<file path="config.mk">
export PLATFORM = sky130hd
export DESIGN_NAME = sha256_selftest_seq_flat
export DESIGN_NICKNAME = d
export VERILOG_FILES = /design/src/rtl/sha256_selftest_pkg.sv /design/src/rtl/sha256_selftest_if.sv /design/src/rtl/sha256_selftest_seq_rom.sv /design/src/rtl/sha256_selftest_seq.sv /design/src/flat_wrapper.sv
export SDC_FILE = /design/constraint.sdc
export NUM_CORES = 1
export LEC_CHECK = 0
export CORE_MARGIN = 3
export CORE_UTILIZATION = 25
export DETAILED_ROUTE_END_ITERATION = 12
export GPL_TIMING_DRIVEN = 0
export SETUP_SLACK_MARGIN = 0.3
export SYNTH_ARGS = -nofsm -noshare
export SYNTH_HDL_FRONTEND = slang
export SYNTH_SLANG_ARGS = --single-unit
</file>
<file path="constraint.sdc">
create_clock -name C -period 3.7 [get_ports C]
set_input_delay 0.925 -clock C [delete_from_list [all_inputs] [get_ports C]]
set_output_delay 0.925 -clock C [all_outputs]
set_load 0.02 [all_outputs]
</file>
<file path="src/rtl/sha256_selftest_pkg.sv">
// rtl/sha256_selftest_pkg.sv - shared types and known-answer vectors for the SHA-256 self-test
// Holds the sequencer state enum, width defaults and the four single-block padded messages with their digests.
package sha256_selftest_pkg;

  typedef enum logic [2:0] {IDLE, SEND, WAIT, CHECK, DONE} state_t;

  localparam int WORD_W_DEF   = 32;
  localparam int DIGEST_W_DEF = 256;
  localparam int ROM_VECS     = 4;

  // Blocks are stored word 0 first in the MSBs; bit length sits in the last 64 bits.
  localparam logic [511:0] BLK_ABC   = {32'h61626380, 448'h0, 32'h00000018};
  localparam logic [511:0] BLK_EMPTY = {32'h80000000, 480'h0};
  localparam logic [511:0] BLK_A     = {32'h61800000, 448'h0, 32'h00000008};
  localparam logic [511:0] BLK_FOX   = {32'h54686520, 32'h71756963, 32'h6b206272, 32'h6f776e20,
                                        32'h666f7820, 32'h6a756d70, 32'h73206f76, 32'h65722074,
                                        32'h6865206c, 32'h617a7920, 32'h646f6780, 128'h0,
                                        32'h00000158};

  localparam logic [255:0] DIG_ABC   = 256'hba7816bf8f01cfea414140de5dae2223b00361a396177a9cb410ff61f20015ad;
  localparam logic [255:0] DIG_EMPTY = 256'he3b0c44298fc1c149afbf4c8996fb92427ae41e4649b934ca495991b7852b855;
  localparam logic [255:0] DIG_A     = 256'hca978112ca1bbdcacac231b39a23dc4da786eff8147c4e72b9807785afee48bb;
  localparam logic [255:0] DIG_FOX   = 256'hd7a8fbb307d7809469ca9abcb0082e4f8d5651e46d3cdb762d02d0bf37c9e592;

  function automatic logic [511:0] vec_block(input logic [1:0] idx);
    case (idx)
      2'd0:    return BLK_ABC;
      2'd1:    return BLK_EMPTY;
      2'd2:    return BLK_A;
      default: return BLK_FOX;
    endcase
  endfunction

  function automatic logic [255:0] vec_digest(input logic [1:0] idx);
    case (idx)
      2'd0:    return DIG_ABC;
      2'd1:    return DIG_EMPTY;
      2'd2:    return DIG_A;
      default: return DIG_FOX;
    endcase
  endfunction

endpackage

</file>
<file path="src/rtl/sha256_selftest_if.sv">
// rtl/sha256_selftest_if.sv - message stream and digest return between self-test and hash core
interface sha256_selftest_if
  import sha256_selftest_pkg::*;
#(
  parameter int WORD_W   = WORD_W_DEF,
  parameter int DIGEST_W = DIGEST_W_DEF
);
  logic [WORD_W-1:0]   msg_word;
  logic                msg_valid;
  logic                msg_last;
  logic                msg_ready;
  logic [DIGEST_W-1:0] digest;
  logic                digest_valid;

  modport master (
    output msg_word, msg_valid, msg_last,
    input  msg_ready, digest, digest_valid
  );

  modport slave (
    input  msg_word, msg_valid, msg_last,
    output msg_ready, digest, digest_valid
  );
endinterface

</file>
<file path="src/rtl/sha256_selftest_seq_rom.sv">
// rtl/sha256_selftest_seq_rom.sv - sha256_vector_rom: combinational message word and expected digest lookup
module sha256_vector_rom
  import sha256_selftest_pkg::*;
#(
  parameter int WORD_W        = WORD_W_DEF,
  parameter int WORDS_PER_VEC = 16,
  parameter int DIGEST_W      = DIGEST_W_DEF,
  localparam int WIDX_W       = (WORDS_PER_VEC > 1) ? $clog2(WORDS_PER_VEC) : 1
) (
  input  logic [1:0]          i_vec_idx,
  input  logic [WIDX_W-1:0]   i_word_idx,
  output logic [WORD_W-1:0]   o_msg_word,
  output logic [DIGEST_W-1:0] o_exp_digest
);
  logic [511:0] w_blk;

  assign w_blk        = vec_block(i_vec_idx);
  assign o_exp_digest = vec_digest(i_vec_idx);

  always_comb begin
    o_msg_word = '0;
    for (int w = 0; w < WORDS_PER_VEC; w++) begin
      if (i_word_idx == WIDX_W'(w)) o_msg_word = w_blk[511-WORD_W*w -: WORD_W];
    end
  end
endmodule

</file>
<file path="src/rtl/sha256_selftest_seq.sv">
// rtl/sha256_selftest_seq.sv - sequential SHA-256 built-in self-test: stream vectors, compare digests, tally
// Optional SHA256_SELFTEST_ERRINJ_EN adds err_inj, which corrupts vector 0's expected digest for one run.
module sha256_selftest_seq
  import sha256_selftest_pkg::*;
#(
  parameter int NUM_VECTORS   = 4,
  parameter int WORDS_PER_VEC = 16,
  parameter int WORD_W        = WORD_W_DEF,
  parameter int DIGEST_W      = DIGEST_W_DEF,
  parameter int TIMEOUT_CYC   = 1024,
  localparam int CW           = $clog2(NUM_VECTORS + 1)
) (
  input  logic             C,
  input  logic             R,
  input  logic             start,
`ifdef SHA256_SELFTEST_ERRINJ_EN
  input  logic             err_inj,
`endif
  sha256_selftest_if.master hash,
  output logic             busy,
  output logic             done,
  output logic [CW-1:0]    pass_cnt,
  output logic [CW-1:0]    fail_cnt,
  output logic [7:0]       first_fail,
  output logic             LED_GOOD,
  output logic             LED_BAD
);
  localparam int WIDX_W = (WORDS_PER_VEC > 1) ? $clog2(WORDS_PER_VEC) : 1;
  localparam int TW     = $clog2(TIMEOUT_CYC + 1);

  state_t                r_state, w_state_nxt;
  logic [7:0]            r_vec_idx;
  logic [WIDX_W-1:0]     r_word_idx;
  logic [TW-1:0]         r_tmo_cnt;
  logic [DIGEST_W-1:0]   r_digest;
  logic                  r_dig_ok;
  logic [CW-1:0]         r_pass_cnt, r_fail_cnt;
  logic [7:0]            r_first_fail;
  logic                  r_done, r_led_good, r_led_bad;

  logic [WORD_W-1:0]     w_rom_word;
  logic [DIGEST_W-1:0]   w_exp_digest, w_exp_eff;
  logic                  w_start_ok, w_hs, w_word_last, w_vec_last, w_tmo, w_match;

  sha256_vector_rom #(
    .WORD_W        (WORD_W),
    .WORDS_PER_VEC (WORDS_PER_VEC),
    .DIGEST_W      (DIGEST_W)
  ) u_rom (
    .i_vec_idx    (r_vec_idx[1:0]),
    .i_word_idx   (r_word_idx),
    .o_msg_word   (w_rom_word),
    .o_exp_digest (w_exp_digest)
  );

`ifdef SHA256_SELFTEST_ERRINJ_EN
  logic r_err_inj;

  always_ff @(posedge C) begin
    if (R)               r_err_inj <= 1'b0;
    else if (w_start_ok) r_err_inj <= err_inj;
  end

  assign w_exp_eff = w_exp_digest ^ {{(DIGEST_W-1){1'b0}}, r_err_inj && (r_vec_idx == 8'd0)};
`else
  assign w_exp_eff = w_exp_digest;
`endif

  assign w_start_ok  = start && ((r_state == IDLE) || (r_state == DONE));
  assign w_hs        = hash.msg_valid && hash.msg_ready;
  assign w_word_last = (r_word_idx == WIDX_W'(WORDS_PER_VEC - 1));
  assign w_vec_last  = (r_vec_idx == 8'(NUM_VECTORS - 1));
  assign w_tmo       = (r_tmo_cnt == TW'(TIMEOUT_CYC - 1));
  // A timed-out vector never captured a digest, so it cannot match.
  assign w_match     = r_dig_ok && (r_digest == w_exp_eff);

  assign hash.msg_valid = (r_state == SEND);
  assign hash.msg_last  = (r_state == SEND) && w_word_last;
  assign hash.msg_word  = w_rom_word;

  assign busy       = (r_state == SEND) || (r_state == WAIT) || (r_state == CHECK);
  assign done       = r_done;
  assign pass_cnt   = r_pass_cnt;
  assign fail_cnt   = r_fail_cnt;
  assign first_fail = r_first_fail;
  assign LED_GOOD   = r_led_good;
  assign LED_BAD    = r_led_bad;

  always_comb begin
    w_state_nxt = r_state;
    case (r_state)
      IDLE, DONE: if (start)                            w_state_nxt = SEND;
      SEND:       if (w_hs && w_word_last)              w_state_nxt = WAIT;
      WAIT:       if (hash.digest_valid || w_tmo)       w_state_nxt = CHECK;
      CHECK:      w_state_nxt = w_vec_last ? DONE : SEND;
      default:    w_state_nxt = IDLE;
    endcase
  end

  always_ff @(posedge C) begin
    if (R) begin
      r_state      <= IDLE;
      r_vec_idx    <= '0;
      r_word_idx   <= '0;
      r_tmo_cnt    <= '0;
      r_digest     <= '0;
      r_dig_ok     <= 1'b0;
      r_pass_cnt   <= '0;
      r_fail_cnt   <= '0;
      r_first_fail <= 8'hFF;
      r_done       <= 1'b0;
      r_led_good   <= 1'b0;
      r_led_bad    <= 1'b0;
    end else begin
      r_state <= w_state_nxt;

      if (w_start_ok) begin
        r_vec_idx    <= '0;
        r_word_idx   <= '0;
        r_pass_cnt   <= '0;
        r_fail_cnt   <= '0;
        r_first_fail <= 8'hFF;
        r_done       <= 1'b0;
        r_led_good   <= 1'b0;
        r_led_bad    <= 1'b0;
      end

      if ((r_state == SEND) && w_hs) begin
        r_word_idx <= w_word_last ? '0 : r_word_idx + 1'b1;
        if (w_word_last) begin
          r_tmo_cnt <= '0;
          r_dig_ok  <= 1'b0;
        end
      end

      if (r_state == WAIT) begin
        if (hash.digest_valid) begin
          r_digest <= hash.digest;
          r_dig_ok <= 1'b1;
        end else if (!w_tmo) begin
          r_tmo_cnt <= r_tmo_cnt + 1'b1;
        end
      end

      if (r_state == CHECK) begin
        if (w_match) begin
          r_pass_cnt <= r_pass_cnt + 1'b1;
        end else begin
          r_fail_cnt <= r_fail_cnt + 1'b1;
          if (r_fail_cnt == '0) r_first_fail <= r_vec_idx;
        end
        if (w_vec_last) begin
          r_done     <= 1'b1;
          r_led_good <= (r_fail_cnt == '0) && w_match;
          r_led_bad  <= !((r_fail_cnt == '0) && w_match);
        end else begin
          r_vec_idx <= r_vec_idx + 8'd1;
        end
      end
    end
  end
endmodule

</file>
<file path="src/flat_wrapper.sv">
// flat-port wrapper written by rule: the top's interface ports become plain ports
module sha256_selftest_seq_flat import sha256_selftest_pkg::*;
#(
  parameter int NUM_VECTORS   = 4,
  parameter int WORDS_PER_VEC = 16,
  parameter int WORD_W        = WORD_W_DEF,
  parameter int DIGEST_W      = DIGEST_W_DEF,
  parameter int TIMEOUT_CYC   = 1024,
  localparam int CW           = $clog2(NUM_VECTORS + 1)
)
  (C, R, start, busy, done, pass_cnt, fail_cnt, first_fail, LED_GOOD, LED_BAD, hash_msg_word, hash_msg_valid, hash_msg_last, hash_msg_ready, hash_digest, hash_digest_valid);
  sha256_selftest_if #(.WORD_W(WORD_W), .DIGEST_W(DIGEST_W)) hash_i ();
  input  logic C;
  input  logic R;
  input  logic start;
  output logic busy;
  output logic done;
  output logic [CW-1:0] pass_cnt;
  output logic [CW-1:0] fail_cnt;
  output logic [7:0] first_fail;
  output logic LED_GOOD;
  output logic LED_BAD;
  output wire logic [$bits(hash_i.msg_word)-1:0] hash_msg_word;
  output wire logic [$bits(hash_i.msg_valid)-1:0] hash_msg_valid;
  output wire logic [$bits(hash_i.msg_last)-1:0] hash_msg_last;
  input wire logic [$bits(hash_i.msg_ready)-1:0] hash_msg_ready;
  input wire logic [$bits(hash_i.digest)-1:0] hash_digest;
  input wire logic [$bits(hash_i.digest_valid)-1:0] hash_digest_valid;
  assign hash_msg_word = hash_i.msg_word;
  assign hash_msg_valid = hash_i.msg_valid;
  assign hash_msg_last = hash_i.msg_last;
  assign hash_i.msg_ready = hash_msg_ready;
  assign hash_i.digest = hash_digest;
  assign hash_i.digest_valid = hash_digest_valid;
  sha256_selftest_seq #(.NUM_VECTORS(NUM_VECTORS), .WORDS_PER_VEC(WORDS_PER_VEC), .WORD_W(WORD_W), .DIGEST_W(DIGEST_W), .TIMEOUT_CYC(TIMEOUT_CYC)) u_core (.C(C), .R(R), .start(start), .hash(hash_i), .busy(busy), .done(done), .pass_cnt(pass_cnt), .fail_cnt(fail_cnt), .first_fail(first_fail), .LED_GOOD(LED_GOOD), .LED_BAD(LED_BAD));
endmodule
</file>
Word-level counts from Yosys, hierarchy flattened
Cells that the tools add are included.

cells by class
  equal/unequal tests = 27
  add/sub/neg operators = 5
  muxes and demuxes = 57
  reduce and logical (&&, ||, !) cells = 20

operators by type and width
  kind                     count
  $pmux W512 S3            1
  $pmux W255 S3            1
  $mux W32                 16
  $eq A256 B256 Y1         1
  $mux W8                  7
  $mux W11                 5
  $eq A4 B4 Y1 const B     8
  $mux W3                  10
  $eq A4 B3 Y1 const B     4
  $mux W1                  13
  $mux W4                  3
  $pmux W3 S4              1
  $add A11 B1 Y11 const B  1
  $eq A11 B10 Y1 const B   1
  $add A8 B1 Y8 const B    1
  $eq A4 B2 Y1 const B     2
  $eq A8 B2 Y1 const B     1
  $logic_and A1 B1 Y1      7
  $add A3 B1 Y3 const B    2
  $eq A3 B2 Y1 const B     2
  $logic_not A3 Y1         2
  $ne A2 B2 Y1 const B     3
  $add A4 B1 Y4 const B    1
  $eq A4 B1 Y1 const B     1
  other kinds (12)         15

word-level totals
  output and inout bits = 52
  bits of input ports = 261
  logic and storage cells = 121
  bits in registers = 300

Longest topological paths before layout
Gate-level depths: netlist (run 1).

  depth in word-level cells = 18
  mapped depth = 14
  mapped depth without buffers = 10

Cells and area by module
A second synthesis (run 1) with hierarchy kept.

unflattened totals
  cells, all modules = 2322
  area total of the unflattened synthesis = 17367.9 sq um

by module, submodules not included
  module               sequential area each (sq um)  cells each  area an instance (sq um)  instances
  sha256_selftest_seq  6005.8                        1941        14611.5                   1
  sha256_vector_rom    0.0                           381         2756.4                    1

Worst setup path before layout (run 1)
Ideal clock, no wire load.

  path kind = register -> output
  start = register u_core.r_vec_idx[0]
  end = output hash_msg_word[21]
  buffers on the path = 3
  cell stages (with the launch flop) = 10
  data required time = 2.775 ns
  slack = 0.107 ns
  data arrival time = 2.668 ns
  path through = dfxtp_1 > clkinv_1 > ha_1 > clkbuf_1 > clkbuf_1 > o22ai_1 > and2_1 > o31ai_1 > a21boi_0 > buf_4

between the ends
  longest elaborated chain between the ends = 18
  elaborated cells between the ends (all ways) = 20
  classes of those cells = eq/ne (2); mux (17); reduce/logical (1)

ends and longest elaborated chain
  what                                        line                           text
  from (decl)                                 sha256_selftest_seq.sv:32      logic [7:0] r_vec_idx;
  from (signal assigned)                      sha256_selftest_seq.sv:157     r_vec_idx <= r_vec_idx + 8'd1;
  $eq A2 B2 Y1, or another cell as far along  sha256_selftest_pkg.sv:26      case (idx)
  $pmux W512 S3 *                             sha256_selftest_pkg.sv:26
  $mux W32 (10 in a row)                      sha256_selftest_seq_rom.sv:23  if (i_word_idx == WIDX_W'(w)) o_msg_word = w_blk[511-WORD_W*w -: WORD_W];
  $mux W32 * (6 in a row)                     sha256_selftest_seq_rom.sv:23
  to (decl)                                   flat_wrapper.sv:23             output wire logic [$bits(hash_i.msg_word)-1:0] hash_msg_word;

Every way passes the cells marked *; elsewhere a longest branch is shown, timed or not.

Final worst setup path (run 1)
  start = register u_core.r_word_idx[0]
  end = output hash_msg_word[18]

between the ends
  longest elaborated chain between the ends = 17
  elaborated cells between the ends (all ways) = 32
  classes of those cells = eq/ne (15); mux (16); reduce/logical (1)

ends and longest elaborated chain
  what                    line                           text
  from (decl)             sha256_selftest_seq.sv:33      logic [WIDX_W-1:0] r_word_idx;
  from (signal assigned)  sha256_selftest_seq.sv:129     r_word_idx <= w_word_last ? '0 : r_word_idx + 1'b1;
  $logic_not A4 Y1        sha256_selftest_seq_rom.sv:23
  $mux W32 (15 in a row)  sha256_selftest_seq_rom.sv:23
  $mux W32 *              sha256_selftest_seq_rom.sv:23

Marked as above.

==> flow_summary.ini, run 1 <==
[timing]
finalWorstSetupSlack_ns = 0.1488
period_needed_ns = 3.551
fin_worst_skew_ns = 0.01573
drv_slew = 0
hold_ws_ns = 0.4495
finalSetupViolCount = 0
fmax_ghz = 0.2816
min_period_over_period_pct = 95.98
slew_headroom_pct = 44.12
tightest_slew_ns = 0.8382
rsz0062_at_grt = yes
hold_violations = 0

[finish]
instances_no_fill = 2988
drive_gt1_share_pct = 11.28
layout_common_cells = nand2_1 (570), a21oi_1 (312), dfxtp_1 (296), clkdlybuf4s50_1 (279), clkbuf_1 (97)
nets = 2542
areaGrowthSynthToFinish_pct = 45.01
seq_area_um2 = 6021
final_common_cell = nand2_1
n_fill_cell = 5647
multi_input_area_um2 = 7689

[worst_setup_path]
r2r-start = u_core.r_vec_idx[0]$_SDFF_PP0_
rr_endpoint = u_core.pass_cnt[2]$_SDFF_PP0_
crit_family = buffers and inverters
critical_path_buf_inv_count = 7
slowest_delay_ns = 0.39
crit_chain = inv_4 -> ha_4 -> clkbuf_8 -> buf_4 -> buf_4 -> nand3_2 -> nand2_1 -> a21oi_2 -> nand2_1 -> nand2_1 -> a21oi_2 -> buf_4 -> buf_4 -> buf_4
path_class = flop to primary output
cp.arrival_ns = 2.63
slowest_stage = dfxtp_4
start_kind = flop
reg2regPathDepth = 12
worstSetupEndpointType = primary output
crit_top_cell = buf_4
worstPathMaxFanout = 6
cp.required_ns = 2.77
r2r_slack_ns = 0.22

[die]
die-area_um2 = 58050
die_width_um = 240.9
core_um2 = 54240
fp-row-count = 85
initial_core_util_pct = 25.44
dieHeight_um = 240.9
io_pins = 313

[global_route]
grt.total_usage_pct = 21.78
first_global_vias = 14895
grt_pass1_wl_mm = 93.63
grt_max_degree = 14
grt_overflow = 0
antenna_found_initial = 8

[detailed_routing]
drt_first_pass_iters = 5
remaining_drc_errors = 0
vias = 15185
wl_mm = 65.73
viasPerCell = 5.082
wire_per_inst_um = 22.00
dr.first_iter.drc_count = 1134
postRouteAntennaNets = 0

[hold_path]
whs_endpoint = u_core.r_digest[113]$_SDFFE_PP0P_
whs_path_depth = 2
hold_path.class = flop to flop
hp-start = u_core.r_digest[113]$_SDFFE_PP0P_

[run_status]
outcome = finished clean

[clock_tree]
postCtsHoldBufs = 0
cts_sinks = 300
cts_buffer_depth = 3
cts-htree-levels = 2
clkTransAtPathRegs_ns = 0.06
root_buffer = clkbuf_16
cts_tree = done
cts_buffers = 34
insertion_delay_ns = 0.54

[yosys]
synth_area_leaders = dfxtp_1 (44%), nand2_1 (16%), a21oi_1 (12%)
syn_nets = 2144
yosysSeqAreaShare_pct = 43.53
yosys.area.top_type = dfxtp_1
synthArstFlopShare_pct = 0
yosys_warnings = 0
synth_cells = 1868
avgSynthCellArea_um2 = 7.387
synth_ff_type = dfxtp_1
ys_seq_elements = 300
synth_edf_count = 0
synth_cell_types = 78
syn_area_um2 = 13800
netlist.area_leader.share_pct = 43.53

[placed_design]
dp_slack_ns = -1.795
placedCellCount = 2874
gp_congestion = 0.9242
dp_hpwl_mm = 52.76
port_buffers = 310

[power_and_ir_drop]
finalPower_mw = 7.275
p_leak_nw = 6.701
power_density_nw_per_um2 = 363.6
ir_drop_mv = 0.3092

[run]
cap_violations = 0
## cell usage after synthesis (all sizes together) (16+ instances only)
cell type / instances
a21oi: 319
clkbuf: 111
dfxtp: 300
inv: 19
nand2: 576
nand2b: 26
nand3: 36
nand4: 18
nor2: 96
nor3: 38
nor4: 16
o21ai: 43
## area by class of cell
class	count	share of cell area [%]
clock buffers	49	5.040
clock inverters	9	0.5378
multi-input cells	1423	38.43
inverters	20	0.4877
flip-flops and latches	300	30.09
plain buffers	126	3.658
repair buffers	361	17.36
well taps	696	4.352
diodes	4	0.05002
## cell families (layout without fill, tap and decap cells)
logic type / after synthesis / in the layout / share of synthesized area (%)
and+or+nand+nor: 930 / 930 / 30.90
other: 1 / 5 / 0.02718
buffers and inverters: 146 / 565 / 4.180
DFF: 300 / 300 / 43.53
adders and majority gates: 15 / 15 / 1.360
AOI/OAI and AO/OA: 453 / 454 / 18.36
muxes: 16 / 16 / 1.197
xor gates and xnor gates: 7 / 7 / 0.4443
## worst register-to-register path: stages, from the launching register on
cell,delay (ns)
dfxtp_4,0.43
clkinv_8,0.08
ha_4,0.16
buf_8,0.13
or4b_4,0.48
a22oi_2,0.31
o2111ai_2,0.18
or4b_4,0.56
and4b_1,0.33
nand4_1,0.20
buf_4,0.22
o211ai_1,0.18
a21oi_1,0.10
## sequential cells by signal (all words and copies together), names as in the netlist, 3 cells and up
signal,flops
u_core.first_fail,8
u_core.r_state,3
u_core.r_digest,256
u_core.r_tmo_cnt,11
u_core.pass_cnt,3
u_core.fail_cnt,3
u_core.r_vec_idx,8
u_core.r_word_idx,4
## worst max-delay path by stage
stage / startpoint / to / cells after the start
5_1_grt: u_core.r_vec_idx[0]$_SDFF_PP0_ / hash_msg_word[30] / 12
2_1_floorplan: u_core.r_vec_idx[0]$_SDFF_PP0_ / hash_msg_word[21] / 9
4_1_cts: u_core.r_word_idx[0]$_SDFFE_PP0P_ / hash_msg_word[21] / 11
3_3_place_gp: u_core.r_vec_idx[0]$_SDFF_PP0_ / hash_msg_word[21] / 10
3_5_place_dp: u_core.r_vec_idx[0]$_SDFF_PP0_ / hash_msg_word[21] / 10
6_report: u_core.r_word_idx[0]$_SDFFE_PP0P_ / hash_msg_word[18] / 14
## where the power goes
part / leakage, nW / internal [mW] / switching [mW]
Clock: 0.545 / 2.03 / 1.37
Sequential: 2.42 / 3.23 / 0.00646
Combinational: 3.74 / 0.358 / 0.277
Total: 6.70 / 5.62 / 1.65
## metrics by stage
| step | util, % | cell area [um^2] | setup TNS, ns |
|---|---|---|---|
| 2_1_floorplan | - | 13810 | 0 |
| 5_1_grt | 36.88 | 20000 | 0 |
| 4_1_cts | 36.33 | 19710 | 0 |
| 6_report | 36.89 | 20010 | 0 |
| 3_5_place_dp | 32.78 | 17780 | -59.64 |
| 3_3_place_gp | 32.78 | 17780 | -62.80 |
## per-layer routing
metal  wire (um)  track usage [%]
met5          55                0
met4        2034            6.808
met3        4399            3.417
met2       32240            38.78
met1       27000            26.97
## timing repair
action,4_1_cts,5_1_grt
setup buffers,40,11
gates cloned,1,0
pin swaps,30,33
gates resized for setup,271,65
endpoints found under the setup margin,48,46
Note: power is estimated with default switching activity, not from simulation.
==> inputs of run 2 (changes only) <==
--- a/config.mk
+++ b/config.mk
@@ -5,7 +5,7 @@
 export SDC_FILE = /design/constraint.sdc
 export NUM_CORES = 1
 export LEC_CHECK = 0
-export CORE_MARGIN = 3
+export CAP_MARGIN = 20
 export CORE_UTILIZATION = 25
 export DETAILED_ROUTE_END_ITERATION = 12
 export GPL_TIMING_DRIVEN = 0
==> run 2 against run 1 <==
  * Core utilization about the same
  * Power decreased by 1.2%
  * Final cell count about the same
  * First-iteration DRC count increased by 2.6%
  * Clock skew about the same
  * Via count decreased by 0.41%
  * Non-clock buffer count increased by 5
  * Worst setup slack improved by 0.017 ns
  * Flip-flop and latch count unchanged
  * Hold slack improved by 0.0059 ns
  * Critical path type unchanged
  * Largest cell class unchanged
  * Highest routed layer unchanged
==> flow_summary.ini, run 2 (synthesis gave the netlist of run 1 again) <==
[worst_setup_path]
slowest_stage = dfxtp_4
rr_endpoint = u_core.pass_cnt[2]$_SDFF_PP0_
worstSetupEndpointType = primary output
path_class = flop to primary output
cp.arrival_ns = 2.61
slowest_delay_ns = 0.39
worstPathMaxFanout = 5
r2r_slack_ns = 0.24
r2r-start = u_core.r_vec_idx[0]$_SDFF_PP0_
cp.required_ns = 2.77
crit_chain = inv_4 -> ha_4 -> nor2_4 -> nand2_2 -> or3_4 -> o22ai_4 -> and2_4 -> o31ai_4 -> a21boi_2 -> buf_4 -> buf_6
reg2regPathDepth = 12
start_kind = flop

[global_route]
first_global_vias = 14831
grt_pass1_wl_mm = 92.84
grt_overflow = 0
grt.total_usage_pct = 22.33
antenna_found_initial = 7
grt_max_degree = 14

[timing]
fmax_ghz = 0.2830
drv_slew = 0
setup_tns_ns = 0
min_period_over_period_pct = 95.51
finalSetupViolCount = 0
hold_violations = 0
hold_ws_ns = 0.4554
tightest_slew_ns = 0.8456
fin_worst_skew_ns = 0.01539
period_needed_ns = 3.534
slew_headroom_pct = 43.63
rsz0062_at_grt = yes

[finish]
drive_gt1_share_pct = 11.52
final_common_cell = nand2_1
nets = 2546
instances_no_fill = 2990
areaGrowthSynthToFinish_pct = 44.63
reg_top3 = u_core.r_digest (256), u_core.r_tmo_cnt (11)
registers.top_by_ff_count = u_core.r_digest
layout_common_cells = nand2_1 (571), a21oi_1 (311), dfxtp_1 (296), clkdlybuf4s50_1 (279), clkbuf_1 (98)
largest_register_ffs = 256
final_util_pct = 36.87
n_fill_cell = 5640

[power_and_ir_drop]
switching_share_pct = 22.64
power.internal_mw = 5.563
power.share.clock_pct = 46.1
ir_drop_mv = 0.2241
p_leak_nw = 6.721
seq_power_share_pct = 45.0
power_switching_mw = 1.628
power_density_nw_per_um2 = 360.3
combPwrFrac_pct = 8.9
finalPower_mw = 7.191

[detailed_routing]
wl_mm = 64.37
postRouteAntennaNets = 0
viasPerCell = 5.058
drt_first_pass_iters = 6
remaining_drc_errors = 0
wire_per_inst_um = 21.53
dr.first_iter.drc_count = 1163
vias = 15123

[hold_path]
whs_path_depth = 2
hold_path.class = flop to flop
hp-start = u_core.r_digest[113]$_SDFFE_PP0P_
whs_endpoint = u_core.r_digest[113]$_SDFFE_PP0P_

[clock_tree]
cts_buffers = 34
postCtsHoldBufs = 0
insertion_delay_ns = 0.52
clkTransAtPathRegs_ns = 0.06
cts_buffer_depth = 3
cts_sinks = 300
cts_tree = done
cts-htree-levels = 2
root_buffer = clkbuf_16

[die]
core_um2 = 54130
dieHeight_um = 236.9
initial_core_util_pct = 25.49
die-area_um2 = 56140
fp-row-count = 85
io_pins = 313
die_width_um = 236.9

[placed_design]
placedCellCount = 2874
port_buffers = 310
dp_hpwl_mm = 51.71
gp_congestion = 0.9729

[run]
cap_violations = 0

[run_status]
outcome = finished clean
==> run 2: cell types whose count changed in the layout (fill, tap and decap cells not counted), sizes merged <==
cell / delta
bufinv: -1
o21ai: -1
clkinv: +2
clkinvlp: -2
clkbuf: +1
buf: +3
diode: -1
clkdlybuf4s15: +1
==> run 2: area by class of cell <==
type	instances	area, um^2	share of cell area, %
Clock inverter	8	72.57	0.3636
Sequential cell	300	6021	30.17
Timing Repair Buffer	366	3477	17.42
Antenna cell	3	7.507	0.03762
Clock buffer	49	1011	5.066
Multi-Input combinational cell	1422	7669	38.43
Inverter	20	102.6	0.5141
Buffer	126	725.7	3.636
Tap cell	696	870.8	4.364
==> run 2: routing by layer <==
layer  share of wire (%)  up-vias  global-route usage (%)
li1                    -     7225                       -
met4                 3.1        8                   7.084
met5               0.075        -                       0
met2                  49      576                   39.20
met3                 6.6      111                   3.404
met1                  41     7203                   27.84
==> run 2: timing repair <==
action / 4_1_cts / 5_1_grt
pin swaps: 30 / 35
setup endpoints to repair: 48 / 44
gates resized for setup: 256 / 70
setup buffers: 41 / 15
gates cloned: 0 / 0
==> run 2: worst max path at each step <==
| stage | start | end | slack [ns] | cells past startpoint |
|---|---|---|---|---|
| finish | u_core.r_word_idx[1]$_SDFFE_PP0P_ | hash_msg_word[21] | 0.17 | 11 |
| floorplan | u_core.r_vec_idx[0]$_SDFF_PP0_ | hash_msg_word[21] | 0.32 | 9 |
| global placement | u_core.r_vec_idx[0]$_SDFF_PP0_ | hash_msg_word[21] | -1.77 | 10 |
| detailed placement | u_core.r_vec_idx[0]$_SDFF_PP0_ | hash_msg_word[21] | -1.72 | 10 |
| CTS | u_core.r_word_idx[0]$_SDFFE_PP0P_ | hash_msg_word[29] | 0.05 | 11 |
| global route | u_core.r_word_idx[2]$_SDFFE_PP0P_ | hash_msg_word[30] | 0.07 | 9 |
==> run 2: power by group through the flow <==
stage                     combinational (mW)  clock (mW)  sequential (mW)
after global routing                   0.677        3.51             3.24
after global placement                 0.585           0             3.31
final                                  0.642        3.31             3.24
after CTS                              0.620        3.36             3.24
after floorplan                        0.171           0             3.31
after detailed placement               0.586           0             3.31
==> run 2: through the flow <==
stage | cell area (um^2) | setup WS [ns]
CTS | 19610 | 0.05482
global route | 19950 | 0.06820
global placement | 17780 | -1.769
finish | 19960 | 0.1662
floorplan | 13810 | 0.3186
detailed placement | 17780 | -1.724
==> run 2: worst max-delay path, delay by kind of cell, from the launching register on <==
kind	cells	cell delay (ns)
AO/OA/AOI/OAI	3	0.47
AND/OR/NAND/NOR	4	0.75
buffers and inverters	3	0.29
flip-flops	1	0.39
adder cells (fa/ha/maj)	1	0.17
